## src/rtl/addsub_pkg.sv

```systemverilog
// addsub_pkg: shared types and default sizes for the adder/subtractor
// operand sequencer and its optional overflow counter.
package addsub_pkg;

  // Sequencer states, plain 2-bit binary code.
  typedef enum logic [1:0] {
    ST_IDLE   = 2'd0,
    ST_SETTLE = 2'd1,
    ST_RESULT = 2'd2
  } state_t;

  // Default operand/result width; must match the attached adder/subtractor.
  localparam int DEF_WIDTH = 4;

  // Default overflow counter width.
  localparam int DEF_CNT_W = 8;

endpackage : addsub_pkg

```

## src/rtl/addsub_ovf_counter.sv

```systemverilog
// addsub_ovf_counter: saturating event counter with synchronous clear.
// Clear wins over a simultaneous increment; the count never wraps.
module addsub_ovf_counter #(
  parameter int CNT_W = 8
) (
  input  logic             clk,
  input  logic             rst_n,
  input  logic             clr,
  input  logic             inc,
  output logic [CNT_W-1:0] count
);

  localparam logic [CNT_W-1:0] CNT_MAX = '1;

  // Count increments, holding at the all-ones value; clear has priority.
  always_ff @(posedge clk) begin
    if (!rst_n) begin
      count <= '0;
    end else if (clr) begin
      count <= '0;
    end else if (inc && (count != CNT_MAX)) begin
      count <= count + 1'b1;
    end
  end

endmodule : addsub_ovf_counter

```

## src/rtl/addsub_op_sequencer.sv

```systemverilog
// addsub_op_sequencer: accepts operand pairs, holds them on the inputs of an
// external combinational adder/subtractor for one settling cycle, captures
// Sub/Cout/V and offers them downstream over valid/ready.
// Optional feature macro: ADDSUB_OVF_COUNT_EN (saturating signed-overflow count).
module addsub_op_sequencer
  import addsub_pkg::*;
#(
  parameter int WIDTH = DEF_WIDTH,
  parameter int CNT_W = DEF_CNT_W
) (
  input  logic             clk,
  input  logic             rst_n,
  // operand side
  input  logic             in_valid,
  output logic             in_ready,
  input  logic [WIDTH-1:0] in_a,
  input  logic [WIDTH-1:0] in_b,
  // adder/subtractor side
  output logic [WIDTH-1:0] au_a,
  output logic [WIDTH-1:0] au_b,
  input  logic [WIDTH-1:0] au_sub,
  input  logic             au_cout,
  input  logic             au_v,
  // result side
  output logic             res_valid,
  input  logic             res_ready,
  output logic [WIDTH-1:0] res_data,
  output logic             res_cout,
  output logic             res_v,
  // overflow statistics
  input  logic             ovf_clr,
  output logic [CNT_W-1:0] ovf_count
);

  state_t state;
  state_t state_next;
  logic   load;
  logic   capture;

  // State register; reset discards any in-flight transaction.
  always_ff @(posedge clk) begin
    // NOTE: registers are written with <= so every flop samples pre-edge values.
    if (!rst_n) begin
      state <= ST_IDLE;
    end else begin
      state <= state_next;
    end
  end

  // Next-state decode plus handshake and datapath enables.
  always_comb begin
    // NOTE: every output gets a default first, so no path can infer a latch.
    state_next = state;
    in_ready   = 1'b0;
    res_valid  = 1'b0;
    load       = 1'b0;
    capture    = 1'b0;
    case (state)
      ST_IDLE: begin
        in_ready = 1'b1;
        if (in_valid) begin
          load       = 1'b1;
          state_next = ST_SETTLE;
        end
      end
      ST_SETTLE: begin
        // Adder/subtractor output settles during this cycle; sample at its end.
        capture    = 1'b1;
        state_next = ST_RESULT;
      end
      ST_RESULT: begin
        res_valid = 1'b1;
        if (res_ready) begin
          state_next = ST_IDLE;
        end
      end
      default: begin
        // Unused code 2'd3 recovers to IDLE.
        state_next = ST_IDLE;
      end
    endcase
  end

  // Operand registers: loaded only on an accepted request in IDLE.
  always_ff @(posedge clk) begin
    if (!rst_n) begin
      au_a <= '0;
      au_b <= '0;
    end else if (load) begin
      au_a <= in_a;
      au_b <= in_b;
    end
  end

  // Result registers: sample the adder/subtractor at the end of SETTLE.
  always_ff @(posedge clk) begin
    if (!rst_n) begin
      res_data <= '0;
      res_cout <= 1'b0;
      res_v    <= 1'b0;
    end else if (capture) begin
      res_data <= au_sub;
      res_cout <= au_cout;
      res_v    <= au_v;
    end
  end

`ifdef ADDSUB_OVF_COUNT_EN
  // An overflow event is a capture with V set (the SETTLE to RESULT edge).
  addsub_ovf_counter #(
    .CNT_W (CNT_W)
  ) u_ovf_counter (
    .clk   (clk),
    .rst_n (rst_n),
    .clr   (ovf_clr),
    .inc   (capture & au_v),
    .count (ovf_count)
  );
`else
  // Counter disabled: constant zero, clear input deliberately unused.
  logic unused_ovf_clr;
  assign unused_ovf_clr = ovf_clr;
  assign ovf_count      = '0;
`endif

endmodule : addsub_op_sequencer
```

## config.mk

```make
export PLATFORM = sky130hd
export DESIGN_NAME = addsub_op_sequencer
export DESIGN_NICKNAME = d
export VERILOG_FILES = /design/src/rtl/addsub_pkg.sv /design/src/rtl/addsub_ovf_counter.sv /design/src/rtl/addsub_op_sequencer.sv
export SDC_FILE = /design/constraint.sdc
export NUM_CORES = 1
export LEC_CHECK = 0
export BUFFER_PORTS_ARGS = -buffer_cell sky130_fd_sc_hd__buf_2
export CAP_MARGIN = 10
export CORE_AREA = 5 5 45 47
export CTS_BUF_LIST = sky130_fd_sc_hd__clkbuf_4 sky130_fd_sc_hd__clkbuf_8
export DETAILED_ROUTE_END_ITERATION = 8
export DIE_AREA = 0 0 50 52
export HOLD_SLACK_MARGIN = 0.02
export MAX_ROUTING_LAYER = met4
export PLACE_DENSITY = 0.82
export SETUP_SLACK_MARGIN = 0.05
export SYNTH_ARGS = -nofsm -noshare
export SYNTH_HDL_FRONTEND = slang
export SYNTH_SLANG_ARGS = --single-unit
```

## constraint.sdc

```tcl
create_clock -name clk -period 2.1 [get_ports clk]
set_clock_uncertainty 0.05 [all_clocks]
set_input_delay 0 -clock clk [delete_from_list [all_inputs] [get_ports clk]]
set_output_delay 0 -clock clk [all_outputs]
set_load 0.02 [all_outputs]
```

# Word level (Yosys, flattened, before mapping)
# Index checks and enable logic that the tools add are counted.
# word_totals
register_bits	16
latchBits	0
mem_bits_rw	0
romBits	0
inputBits	19
wordCells	20
n_memories	0
# op_classes
addsub	0
multipliers	0
n_div	0
order_cmp	0
eq_ne	4
n_shift	0
n_mux	8
n_bitwise	0
reduce_logical	2
# ops
operator	count
$pmux W2 S3	1
$mux W1	5
$mux W2	2
$ne A2 B2 Y1 const B	2
$eq A2 B1 Y1 const B	1
$eq A2 B2 Y1 const B	1
$logic_not A2 Y1	1
$reduce_and A2 Y1	1

# Depth between registers and ports, before layout
# Gate-level depths: netlist of run 1.
# depth
ltp_word	3
ltp_mapped	4

# Worst setup path after synthesis of run 1
# Ideal clock, no wire load.
# synth_path
path_kind	reg-to-reg
start	register state[1]
end	register state[1]
arrival_time_ns	0.994
required_ns	1.974
setup_slack_ns	0.981
path_stages_with_launch	4
period_less_slack_ns	1.119
path_cell_list	dfxtp_1 nor2b_1 nand2b_1 a21boi_0
# synth_between
elab_chain_cells	3
# synth_rtl
element	line_no	source
start, declared	addsub_op_sequencer.sv:35	state_t state;
start signal, assigned	addsub_op_sequencer.sv:46	state <= state_next;
$eq A2 B2 Y1 / $logic_not A2 Y1 (equally long branches)	addsub_op_sequencer.sv:58	case (state)
$ne A2 B2 Y1 (no line)	-	
$reduce_and A2 Y1 (no line)	-	
# Parallel ways exist; a longest one is shown, timed or not.
# A chain may end at the register's enable or synchronous reset.

# Worst setup path after layout of run 1
# layout_path
start	register state[1]
end	register au_a[2]
# layout_between
elab_chain_cells	2
# layout_rtl
element	line_no	source
$logic_not A2 Y1	addsub_op_sequencer.sv:58	
$mux W1	addsub_op_sequencer.sv:58	
end signal, assigned	addsub_op_sequencer.sv:90	au_a <= in_a;
end, declared	addsub_op_sequencer.sv:19	output logic [WIDTH-1:0] au_a,
# Every way passes these cells.

==> results of run 1 <==
## through the flow
| step | setup WS, ns | cell area, sq um |
|---|---|---|
| 6_report | 0.852 | 986 |
| 5_1_grt | 0.715 | 986 |
| 4_1_cts | 0.830 | 986 |
| 3_5_place_dp | 0.849 | 800 |
| 3_3_place_gp | 0.903 | 800 |
| 2_1_floorplan | 0.981 | 708 |
## kinds of logic after synthesis
family,after synthesis
simple gates,28
flops,16
buf+inv,12
compound gates,9
mux,6
other cells,1
## cells in the final DEF, fill, tap and decap left out, drive strengths merged
cell,count
nor2b,7
clkbuf,4
nand2,8
nor3b,1
dfxtp,16
o21ai,8
and2,1
nand2b,2
mux2i,6
conb,8
nor2,1
a21boi,1
dlygate4sd3,15
nand3,8
buf,33
## sequential cells by signal, summed over array words and instances (netlist names)
signal	cells
au_a	4
au_b	4
res_data	4
state	2
res_cout	1
res_v	1
## final timing paths
kind / cells after the start / start / endpoint
max reg2reg: 2 / state[1]$_SDFFE_PN0P_ / au_a[2]$_SDFFE_PN0P_
min reg2reg: 2 / au_b[3]$_SDFFE_PN0P_ / au_b[3]$_SDFFE_PN0P_
max: 2 / state[1]$_SDFFE_PN0P_ / au_a[2]$_SDFFE_PN0P_
min: 3 / rst_n / au_b[3]$_SDFFE_PN0P_
## area by class of cell
cell class	instances	area, sq um
Clock buffer	4	36.3
Fill cell	139	628
Sequential cell	16	320
Multi-Input combinational cell	51	293
Timing Repair Buffer	48	315
Tap cell	17	21.3
## metal layers
metal	vias to the layer above	track usage	wire length, um
met3	0	0.0487	172
met2	28	0.215	759
met4	0	0.0393	0
met5	-	-	0
li1	314	-	-
met1	266	0.142	618
## tightest hold or removal path, cell delays in order
cell	delay, ns
buf_2	0.22
nand2_1	0.10
o21ai_0	0.06
## power groups by stage
stage                     clock [mW]  combinational (mW)  sequential [mW]
after floorplan                    0              0.0731            0.360
after global placement             0               0.114            0.338
after detailed placement           0               0.117            0.340
after CTS                      0.202               0.138            0.333
after global routing           0.216               0.151            0.335
final                          0.194               0.138            0.333
==> summary.md, run 1 <==
| Metric | Value |
|---|---|
| Peak Freq | `0.801 GHz` |
| Net switching power | `0.176 mW` |
| Post-Synth XOR/XNOR Area | `0` |
| Post-Synth Adder-Cell Area | `0` |
| Syn Inst Count | `72` |
| Ant diodes | `0` |
| Largest family of logic cells by synthesized area | `simple AND/OR/NAND/NOR gates` |
| Row cnt | `15` |
| Post-synthesis mux area share | `0.0881` |
| I/O pin count | `43` |
| CP max stage cell | `nor3b_4` |
| Worst-margin pin slew | `0.569 ns` |
| Tcrit/Tclk final | `0.594` |
| Yosys warns | `0` |
| Vias in the first global route | `573` |
| TritonCTS clock tree | `yes` |
| # setup viols final | `0` |
| R2r setup slk | `0.85 ns` |
| DR DRC count | `0` |
| Worst endpoint required time | `2.19 ns` |
| Die area | `2600 sq um` |
| Initial Util | `0.422` |
| Worst setup EP type | `register` |
| Max-slew headroom | `0.620` |
| TritonCTS buffer count | `3` |
| Seq/Total Area, Yosys | `0.470` |
| Final hold vios | `0` |
| Lkg Pwr | `0.495 nW` |
| Global-route wire length before repair | `2520 um` |
| Mean post-synth cell area | `9.47 sq um` |
| GPL Wtd Cong | `0.633` |
| Primary FF master, synth | `dfxtp_1` |
| CP peak stage delay | `0.53 ns` |
| RSZ-0062 raised after global routing | `false` |
| Outcome | `completed` |
| Netlist cell types | `15` |
| CP cell instances | `nor3b_4 > o21ai_0` |
| Ys async rst share | `0` |
| Internal | `0.489 mW` |
| Setup TNS | `0 ns` |
| Htree depth | `1` |
| Critical path's top delay family | `simple AND/OR/NAND/NOR gates` |
| Largest net degree at the start of global routing | `25` |
| Top-count cell post-synth | `dfxtp_1` |
| WL final | `1550 um` |
| CP Launch Type | `register` |
| Clk root buf | `clkbuf_4` |
| Worst hold slack | `0.0980 ns` |
| Post-CTS Resized | `0` |
| Synth Area in Compound Gates | `0.0697` |
| Worst-skew pair later-pin latency | `0.27 ns` |
| Die width | `50 um` |
| Average via count per standard cell | `4.47` |
| Cell Pwr Density | `674 nW/um^2` |
| Synthesized area | `682 sq um` |
| Via Count | `608` |
| Drt wl/cell | `11.4 um` |
| Final core utilization | `0.611` |
| Max-slew violations | `0` |
| Clk buf depth | `2` |
| Crit Path Class | `register to register` |
| Initial antenna violation count | `0` |
| Layout overhead on the synthesized area | `44.6%` |
| First-pass DRT Iterations | `4` |
| CP arrival | `1.34 ns` |
| CTS hold repair buffers | `15` |
| Yosys top cell by area | `dfxtp_1` |
| Synth top cells by count | `16 x dfxtp_1, 9 x buf_4, 8 x nand2_1, 8 x nand3_1, 8 x o21ai_0` |
| GRT Util Overall | `0.129` |
| Final Instance Count excl. Fillers | `136` |
| Post-CTS Setup Bufs | `0` |
| Simple-Gate Fraction of Synth Area | `0.228` |
| Top cell type's share of synthesized area | `0.470` |
| Tightest Hold Check Type | `primary input to register` |
| Comb pwr share | `0.208` |
| Core area | `1610 sq um` |
| Sw Share | `0.265` |
| Layout cell share with drive strength beyond 1 | `0.319` |
| #FFs+latches synth | `16` |
| Cells after DPL | `117` |
| Port buffer count | `33` |
| Fin nets | `139` |
| Number of synthesized flops with an enable pin | `0` |
| Register share of total power | `0.500` |
| CP bufs+invs | `0` |
| Critical-path maximum fanout | `17` |
| Worst vdd ir | `0.300 mV` |
| DRT antenna net count | `0` |
| Initial DRC Count | `12` |
| Clock power frac | `0.292` |
| Synth top area cells | `dfxtp_1 47%, buf_4 9.9%, mux2i_1 8.8%` |
| Post-detail-place hpwl | `1020 um` |
| CTS sink cnt | `16` |
| Final Total Pwr | `0.665 mW` |
| Worst-path clk slew | `0.09 ns` |
| Number of max-cap violations | `0` |
| Clock period minus final worst setup slack | `1.25 ns` |
| Grt total ovfl | `0` |
| Die Y | `52 um` |
Note: power is estimated with default switching activity, not from simulation.
==> run 2: changes to the inputs <==
- ABC_AREA: unset -> 1
- CORE_AREA: 5 5 45 47 -> 5 5 47 49
- DIE_AREA: 0 0 50 52 -> 0 0 52 54
- PLACE_DENSITY: 0.82 -> 0.77
- clock period: 2.1 -> 1.15 ns (I/O delays scaled with it)
==> run 2 against run 1 <==
Sequential power grew 87%. Critical endpoint is now res_valid. First-iteration DRC count is 17% lower. Final area rose by 9.5%. Critical path depth up 1. Routed wire length grew 23%. Total power increased by 92%. Non-clock buffer count grew 6. Largest cell class is now non-clock buffers. Worst hold slack better by 0.33 ns.
==> summary.md, run 2 <==
| Metric | Value |
|---|---|
| Outcome | `completed (unchanged)` |
| CP arrival | `1.00 ns (was 1.34 ns)` |
| Top Registers | `au_a: 4 flops, au_b: 4 flops, res_data: 4 flops (unchanged)` |
| Cells after DPL | `153 (was 117)` |
| Primary FF master, synth | `dfxtp_1 (unchanged)` |
| CP Launch Type | `register (unchanged)` |
| DR DRC count | `0 (unchanged)` |
| Clock power frac | `0.230 (was 0.292)` |
| Global-route wire length before repair | `3000 um (was 2520 um)` |
| Average via count per standard cell | `4.40 (was 4.47)` |
| DRT antenna net count | `0 (unchanged)` |
| Max-slew violations | `0 (unchanged)` |
| Peak Freq | `0.954 GHz` |
| Row cnt | `16 (was 15)` |
| Sw Share | `0.314 (was 0.265)` |
| Die area | `2810 sq um (was 2600 sq um)` |
| Grt total ovfl | `0 (unchanged)` |
| RSZ-0062 raised after global routing | `true (was false)` |
| Synth top area cells | `dfxtp_1 45%, nor2_1 12%, buf_4 9.5% (was dfxtp_1 47%, buf_4 9.9%, mux2i_1 8.8%)` |
| Layout cell share with drive strength beyond 1 | `0.293 (was 0.319)` |
| Post-Layout Inst Area | `1080 sq um (was 986 sq um)` |
| Die width | `52 um (was 50 um)` |
| TritonCTS clock tree | `yes (unchanged)` |
| WHS Path Cells | `5 (was 3)` |
| Lkg Pwr | `0.579 nW (was 0.495 nW)` |
| Initial Util | `0.390 (was 0.422)` |
| Worst setup EP type | `primary output (was register)` |
| Number of max-cap violations | `0 (unchanged)` |
| Tightest Hold Check Type | `primary input to register (unchanged)` |
| Layout overhead on the synthesized area | `51.9% (was 44.6%)` |
| Net switching power | `0.401 mW (was 0.176 mW)` |
| Die Y | `54 um (was 52 um)` |
| Worst-skew pair later-pin latency | `0.29 ns (was 0.27 ns)` |
| Critical-path maximum fanout | `2 (was 17)` |
| Final hold vios | `0 (unchanged)` |
| Drt wl/cell | `10.8 um (was 11.4 um)` |
| First-pass DRT Iterations | `4 (unchanged)` |
| Final Instance Count excl. Fillers | `177 (was 136)` |
| Worst-path clk slew | `0.09 ns (about the same)` |
| Seq/Total Area, Yosys | `0.451 (was 0.470)` |
| Post-detail-place hpwl | `1130 um (was 1020 um)` |
| Ys async rst share | `0 (unchanged)` |
| Core area | `1820 sq um (was 1610 sq um)` |
| Comb pwr share | `0.282 (was 0.208)` |
| Initial DRC Count | `10 (was 12)` |
| TritonCTS buffer count | `3 (unchanged)` |
| Clk buf depth | `2 (unchanged)` |
| Vias in the first global route | `721 (was 573)` |
| WL final | `1910 um (was 1550 um)` |
| GRT Util Overall | `0.149 (was 0.129)` |
| Commonest non-fill, non-tap cell in the layout | `buf_2 (unchanged)` |
| Syn Inst Count | `98 (was 72)` |
| Cell Pwr Density | `1180 nW/um^2 (was 674 nW/um^2)` |
| CP cell instances | `inv_1 > nor2_1 > buf_4 (was nor3b_4 > o21ai_0)` |
| Crit Path Class | `register to primary output (was register to register)` |
| Cell area after placement | `847 sq um (was 800 sq um)` |
| Reg-to-reg startpoint | `state[0]$_SDFFE_PN0P_ (was state[1]$_SDFFE_PN0P_)` |
| Setup TNS | `0 ns (unchanged)` |
| GPL Wtd Cong | `0.699 (was 0.633)` |
| Internal | `0.876 mW (was 0.489 mW)` |
| Synthesized area | `711 sq um (was 682 sq um)` |
| Top-count cell post-synth | `nor2_1 (was dfxtp_1)` |
| Yosys warns | `0 (unchanged)` |
| Number of synthesized flops with an enable pin | `0 (unchanged)` |
| Fin nets | `171 (was 139)` |
| Mean post-synth cell area | `7.25 sq um (was 9.47 sq um)` |
| CP startpoint | `state[1]$_SDFFE_PN0P_ (unchanged)` |
| Final core utilization | `0.593 (was 0.611)` |
| Worst vdd ir | `0.598 mV (was 0.300 mV)` |
| CP max stage cell | `dfxtp_2 (was nor3b_4)` |
| CP peak stage delay | `0.36 ns (was 0.53 ns)` |
| Reg2reg path depth | `5 (was 2)` |
| #FFs+latches synth | `16 (unchanged)` |
| Largest net degree at the start of global routing | `18 (was 25)` |
| Tcrit/Tclk final | `0.912` |
| Port buffer count | `33 (unchanged)` |
| I/O pin count | `43 (unchanged)` |
| Worst endpoint required time | `1.10 ns (was 2.19 ns)` |
| Top cell type's share of synthesized area | `0.451 (was 0.470)` |
| Via Count | `778 (was 608)` |
| Leading cell types in the layout, fill and taps excluded | `31 x buf_2, 22 x nor2_1, 17 x dlygate4sd3_1 (was 33 x buf_2, 16 x dfxtp_1, 15 x dlygate4sd3_1)` |
| Ant diodes | `0 (unchanged)` |
| HP Start | `res_ready (was rst_n)` |
| Htree depth | `1 (unchanged)` |
| Register share of total power | `0.488 (was 0.500)` |
| Netlist cell types | `13 (was 15)` |
| Initial antenna violation count | `0 (unchanged)` |
| Yosys top cell by area | `dfxtp_1 (unchanged)` |
| CTS sink cnt | `16 (unchanged)` |
| Synth top cells by count | `22 x nor2_1, 16 x dfxtp_1, 12 x inv_1, 10 x nand2_1 (was 16 x dfxtp_1, 9 x buf_4, 8 x nand2_1, 8 x nand3_1, 8 x o21ai_0)` |
| # setup viols final | `0 (unchanged)` |
| Clock period minus final worst setup slack | `1.05 ns` |
| Clk root buf | `clkbuf_4 (unchanged)` |
[run 2: worst paths after layout]
check / end / slack, ns
max: res_valid / 0.10
min: state[1]$_SDFFE_PN0P_ / 0.43
max reg2reg: au_b[0]$_SDFFE_PN0P_ / 0.13
min reg2reg: res_data[0]$_SDFFE_PN0N_ / 0.44
[run 2: timing repair]
| item | in CTS | in global routing |
|---|---|---|
| setup buffers | 3 | 1 |
| gates resized for setup | 1 | 4 |
| endpoints found under the hold margin | 16 | 0 |
| pin swaps | 1 | 1 |
| hold buffers | 17 | 0 |
| setup endpoints to repair | 2 | 13 |
[run 2: metal layers]
| layer | GRT usage | up-vias | share of wire |
|---|---|---|---|
| li1 | - | 393 | - |
| met1 | 0.157 | 355 | 0.38 |
| met2 | 0.259 | 23 | 0.53 |
| met3 | 0.0139 | 7 | 0.048 |
| met4 | 0.114 | 0 | 0.037 |
| met5 | - | - | 0 |
[run 2: worst max-delay path, delay by kind of cell (launching register included)]
family        cells  cell delay, ns
simple gates      1            0.12
flops             1            0.36
buf+inv           2            0.23
[run 2: per-stage QoR]
step / setup slack [ns] / hold slack [ns] / power (mW)
after detailed placement: 0.119 / 0.211 / 0.916
after floorplan: 0.0945 / 0.0815 / 0.856
after global routing: 0.0411 / 0.470 / 1.35
after global placement: 0.138 / 0.199 / 0.908
final: 0.102 / 0.432 / 1.28
after CTS: 0.0526 / 0.437 / 1.26
[run 2: power by group through the flow]
stage	clock (mW)	sequential [mW]	combinational [mW]
after floorplan	0	0.686	0.169
after global placement	0	0.633	0.275
after detailed placement	0	0.636	0.280
after CTS	0.298	0.623	0.341
after global routing	0.318	0.629	0.399
final	0.293	0.624	0.360
[run 2: area by class of cell]
type	instances	area (sq um)
clock buffer	3	22.5
fill	160	742
inverter	12	45.0
multi-input combinational	65	283
sequential	16	322
tap	27	33.8
timing repair buffer	54	374
[run 2: logic make-up (layout without fill, tap and decap cells)]
logic type,count (synthesis),count (layout),share of synthesized area
DFF,16,16,0.451
AOI/OAI and AO/OA,15,15,0.106
and+or+nand+nor,42,42,0.250
other,1,8,0.00528
buffers and inverters,24,69,0.188
==> run 3: changes to the inputs <==
- CORE_AREA: 5 5 47 49 -> 5 5 49 51
- DIE_AREA: 0 0 52 54 -> 0 0 54 56
- PLACE_DENSITY: 0.77 -> 0.74
- clock period: 1.15 -> 0.89 ns (I/O delays scaled with it)
==> run 3 against run 2 <==
The flow now finishes with violations (negative setup slack). Utilization grew 15 points. Clock-buffer cell count grew 1. Critical path depth grew 3. Die area grew 7.7%. Critical endpoint is now au_a[1]$_SDFFE_PN0P_. Largest power group unchanged.
==> summary.md, run 3 (same netlist as run 2, synthesis figures left out) <==
| Metric | Value |
|---|---|
| Worst endpoint required time | `1.04 ns (was 1.10 ns)` |
| Initial antenna violation count | `0 (unchanged)` |
| Critical-path maximum fanout | `6 (was 2)` |
| Layout cell share with drive strength beyond 1 | `0.547 (was 0.293)` |
| Die area | `3020 sq um (was 2810 sq um)` |
| Worst setup EP type | `register (was primary output)` |
| Ant diodes | `0 (unchanged)` |
| Leading cell types in the layout, fill and taps excluded | `18 x nor2_1, 17 x buf_2, 16 x dlygate4sd3_1 (was 31 x buf_2, 22 x nor2_1, 17 x dlygate4sd3_1)` |
| CP peak stage delay | `0.38 ns (was 0.36 ns)` |
| Via Count | `864 (was 778)` |
| Tcrit/Tclk final | `1.27` |
| Layout overhead on the synthesized area | `99.6% (was 51.9%)` |
| Crit path top cell by count | `buf_12` |
| Worst hold slack | `0.00753 ns (was 0.432 ns)` |
| Final hold vios | `0 (unchanged)` |
| Clk buf depth | `2 (unchanged)` |
| Worst vdd ir | `0.867 mV (was 0.598 mV)` |
| Final core utilization | `0.746 (was 0.593)` |
| GRT Util Overall | `0.171 (was 0.149)` |
| R2r setup slk | `-0.24 ns (was 0.13 ns)` |
| Commonest non-fill, non-tap cell in the layout | `nor2_1 (was buf_2)` |
| Max-slew violations | `0 (unchanged)` |
| Hold Path End | `au_b[2]$_SDFFE_PN0P_ (was state[1]$_SDFFE_PN0P_)` |
| Tightest Hold Check Type | `primary input to register (unchanged)` |
| DR DRC count | `0 (unchanged)` |
| Largest net degree at the start of global routing | `18 (unchanged)` |
| Initial Util | `0.374 (was 0.390)` |
| Reg2reg path depth | `6 (was 5)` |
| Die Y | `56 um (was 54 um)` |
| Global-route wire length before repair | `3700 um (was 3000 um)` |
| Worst-path clk slew | `0.11 ns (was 0.09 ns)` |
| Initial DRC Count | `7 (was 10)` |
| CP bufs+invs | `2 (unchanged)` |
| CP Launch Type | `register (unchanged)` |
| I/O pin count | `43 (unchanged)` |
| CP arrival | `1.28 ns (was 1.00 ns)` |
| Port buffer count | `33 (unchanged)` |
| Clk root buf | `clkbuf_4 (unchanged)` |
| Outcome | `finished, violations left (was completed)` |
| Cell Pwr Density | `1440 nW/um^2 (was 1180 nW/um^2)` |
| TritonCTS clock tree | `yes (unchanged)` |
| Number of max-cap violations | `0 (unchanged)` |
| TritonCTS buffer count | `3 (unchanged)` |
| WL final | `2690 um (was 1910 um)` |
| Grt total ovfl | `0 (unchanged)` |
| Worst setup margin | `-0.240 ns (was 0.102 ns)` |
| Drt wl/cell | `14.4 um (was 10.8 um)` |
| Top Registers | `au_a: 4 flops, au_b: 4 flops, res_data: 4 flops (unchanged)` |
| R2R Path End | `au_a[1]$_SDFFE_PN0P_ (was au_b[0]$_SDFFE_PN0P_)` |
| CP cell instances | `nor2_4 > buf_12 > buf_12 > nand3_2 > nand2_1 > nor2_1 (was inv_1 > nor2_1 > buf_4)` |
| Fin nets | `179 (was 171)` |
| Clock period minus final worst setup slack | `1.13 ns` |
| Htree depth | `1 (unchanged)` |
| HP Start | `rst_n (was res_ready)` |
| Row cnt | `16 (unchanged)` |
| Final Total Pwr | `2.05 mW (was 1.28 mW)` |
| Average via count per standard cell | `4.65 (was 4.40)` |
| Lkg Pwr | `0.690 nW (was 0.579 nW)` |
| Worst-skew pair later-pin latency | `0.29 ns (about the same)` |
| Reg-to-reg startpoint | `state[0]$_SDFFE_PN0P_ (unchanged)` |
| Final Instance Count excl. Fillers | `186 (was 177)` |
| DRT antenna net count | `0 (unchanged)` |
| GPL Wtd Cong | `0.710 (was 0.699)` |
| Die width | `54 um (was 52 um)` |
| # setup viols final | `18 (was 0)` |
| Crit Path Class | `register to register (was register to primary output)` |
| Cells after DPL | `156 (was 153)` |
| Peak Freq | `0.885 GHz` |
| WHS Path Cells | `3 (was 5)` |
| CTS sink cnt | `16 (unchanged)` |
| CP max stage cell | `dfxtp_4 (was dfxtp_2)` |
| Critical path's top delay family | `flip-flops (unchanged)` |
| First-pass DRT Iterations | `4 (unchanged)` |
| CTS hold repair buffers | `16 (was 17)` |
| Post-detail-place hpwl | `1190 um (was 1130 um)` |
| RSZ-0062 raised after global routing | `true (unchanged)` |
| Core area | `1900 sq um (was 1820 sq um)` |
| Failing checks | `negative setup slack` |
| Vias in the first global route | `853 (was 721)` |
run 3: layout make-up:
type,instances,area [sq um]
flip-flops and latches,16,343
inverters,12,50.0
fillers,115,483
well taps,27,33.8
repair buffers,62,568
clock buffers,4,36.3
multi-input cells,65,388
run 3: worst max path at each step:
stage,startpoint,to,slack (ns),cells past startpoint
after detailed placement,state[1]$_SDFFE_PN0P_,res_data[1]$_SDFFE_PN0N_,-0.04,5
final,state[0]$_SDFFE_PN0P_,au_a[1]$_SDFFE_PN0P_,-0.24,6
after floorplan,state[0]$_SDFFE_PN0P_,au_a[0]$_SDFFE_PN0P_,-0.04,4
after CTS,state[1]$_SDFFE_PN0P_,res_valid,-0.20,4
after global placement,state[1]$_SDFFE_PN0P_,res_data[3]$_SDFFE_PN0N_,-0.004,5
after global routing,state[0]$_SDFFE_PN0P_,au_a[1]$_SDFFE_PN0P_,-0.31,6
run 3: timing repair:
| item | in CTS | in global routing |
|---|---|---|
| endpoints found under the setup margin | 32 | 32 |
| gates resized for setup | 43 | 34 |
| hold endpoints to repair | 16 | 1 |
| cloned | 1 | 0 |
| setup buffers | 6 | 4 |
| pin swaps | 4 | 4 |
run 3: metrics by stage:
stage	TNS, ns	setup slack (ns)	area, sq um
after floorplan	-0.296	-0.0365	747
after global placement	-0.0148	-0.00441	892
after detailed placement	-0.379	-0.0436	892
after CTS	-2.18	-0.204	1300
after global routing	-3.96	-0.311	1420
final	-3.02	-0.240	1420
run 3: tightest hold or removal path, stage by stage:
cell     delay (ns)
buf_2          0.20
nand2_2        0.10
nor2_1         0.03
run 3: metal layers:
metal,vias up,share of wire,track usage
met2,29,0.53,0.291
met4,0,0.048,0.121
met5,-,0,-
met3,12,0.039,0.0295
met1,413,0.38,0.168
li1,410,-,-
run 3: report_power, final:
group	switching [mW]	total [mW]	leakage [nW]	internal, mW
clock network	0.253	0.502	0.0210	0.249
logic	0.352	0.715	0.531	0.363
registers	0.0469	0.829	0.138	0.782
total	0.652	2.05	0.690	1.39
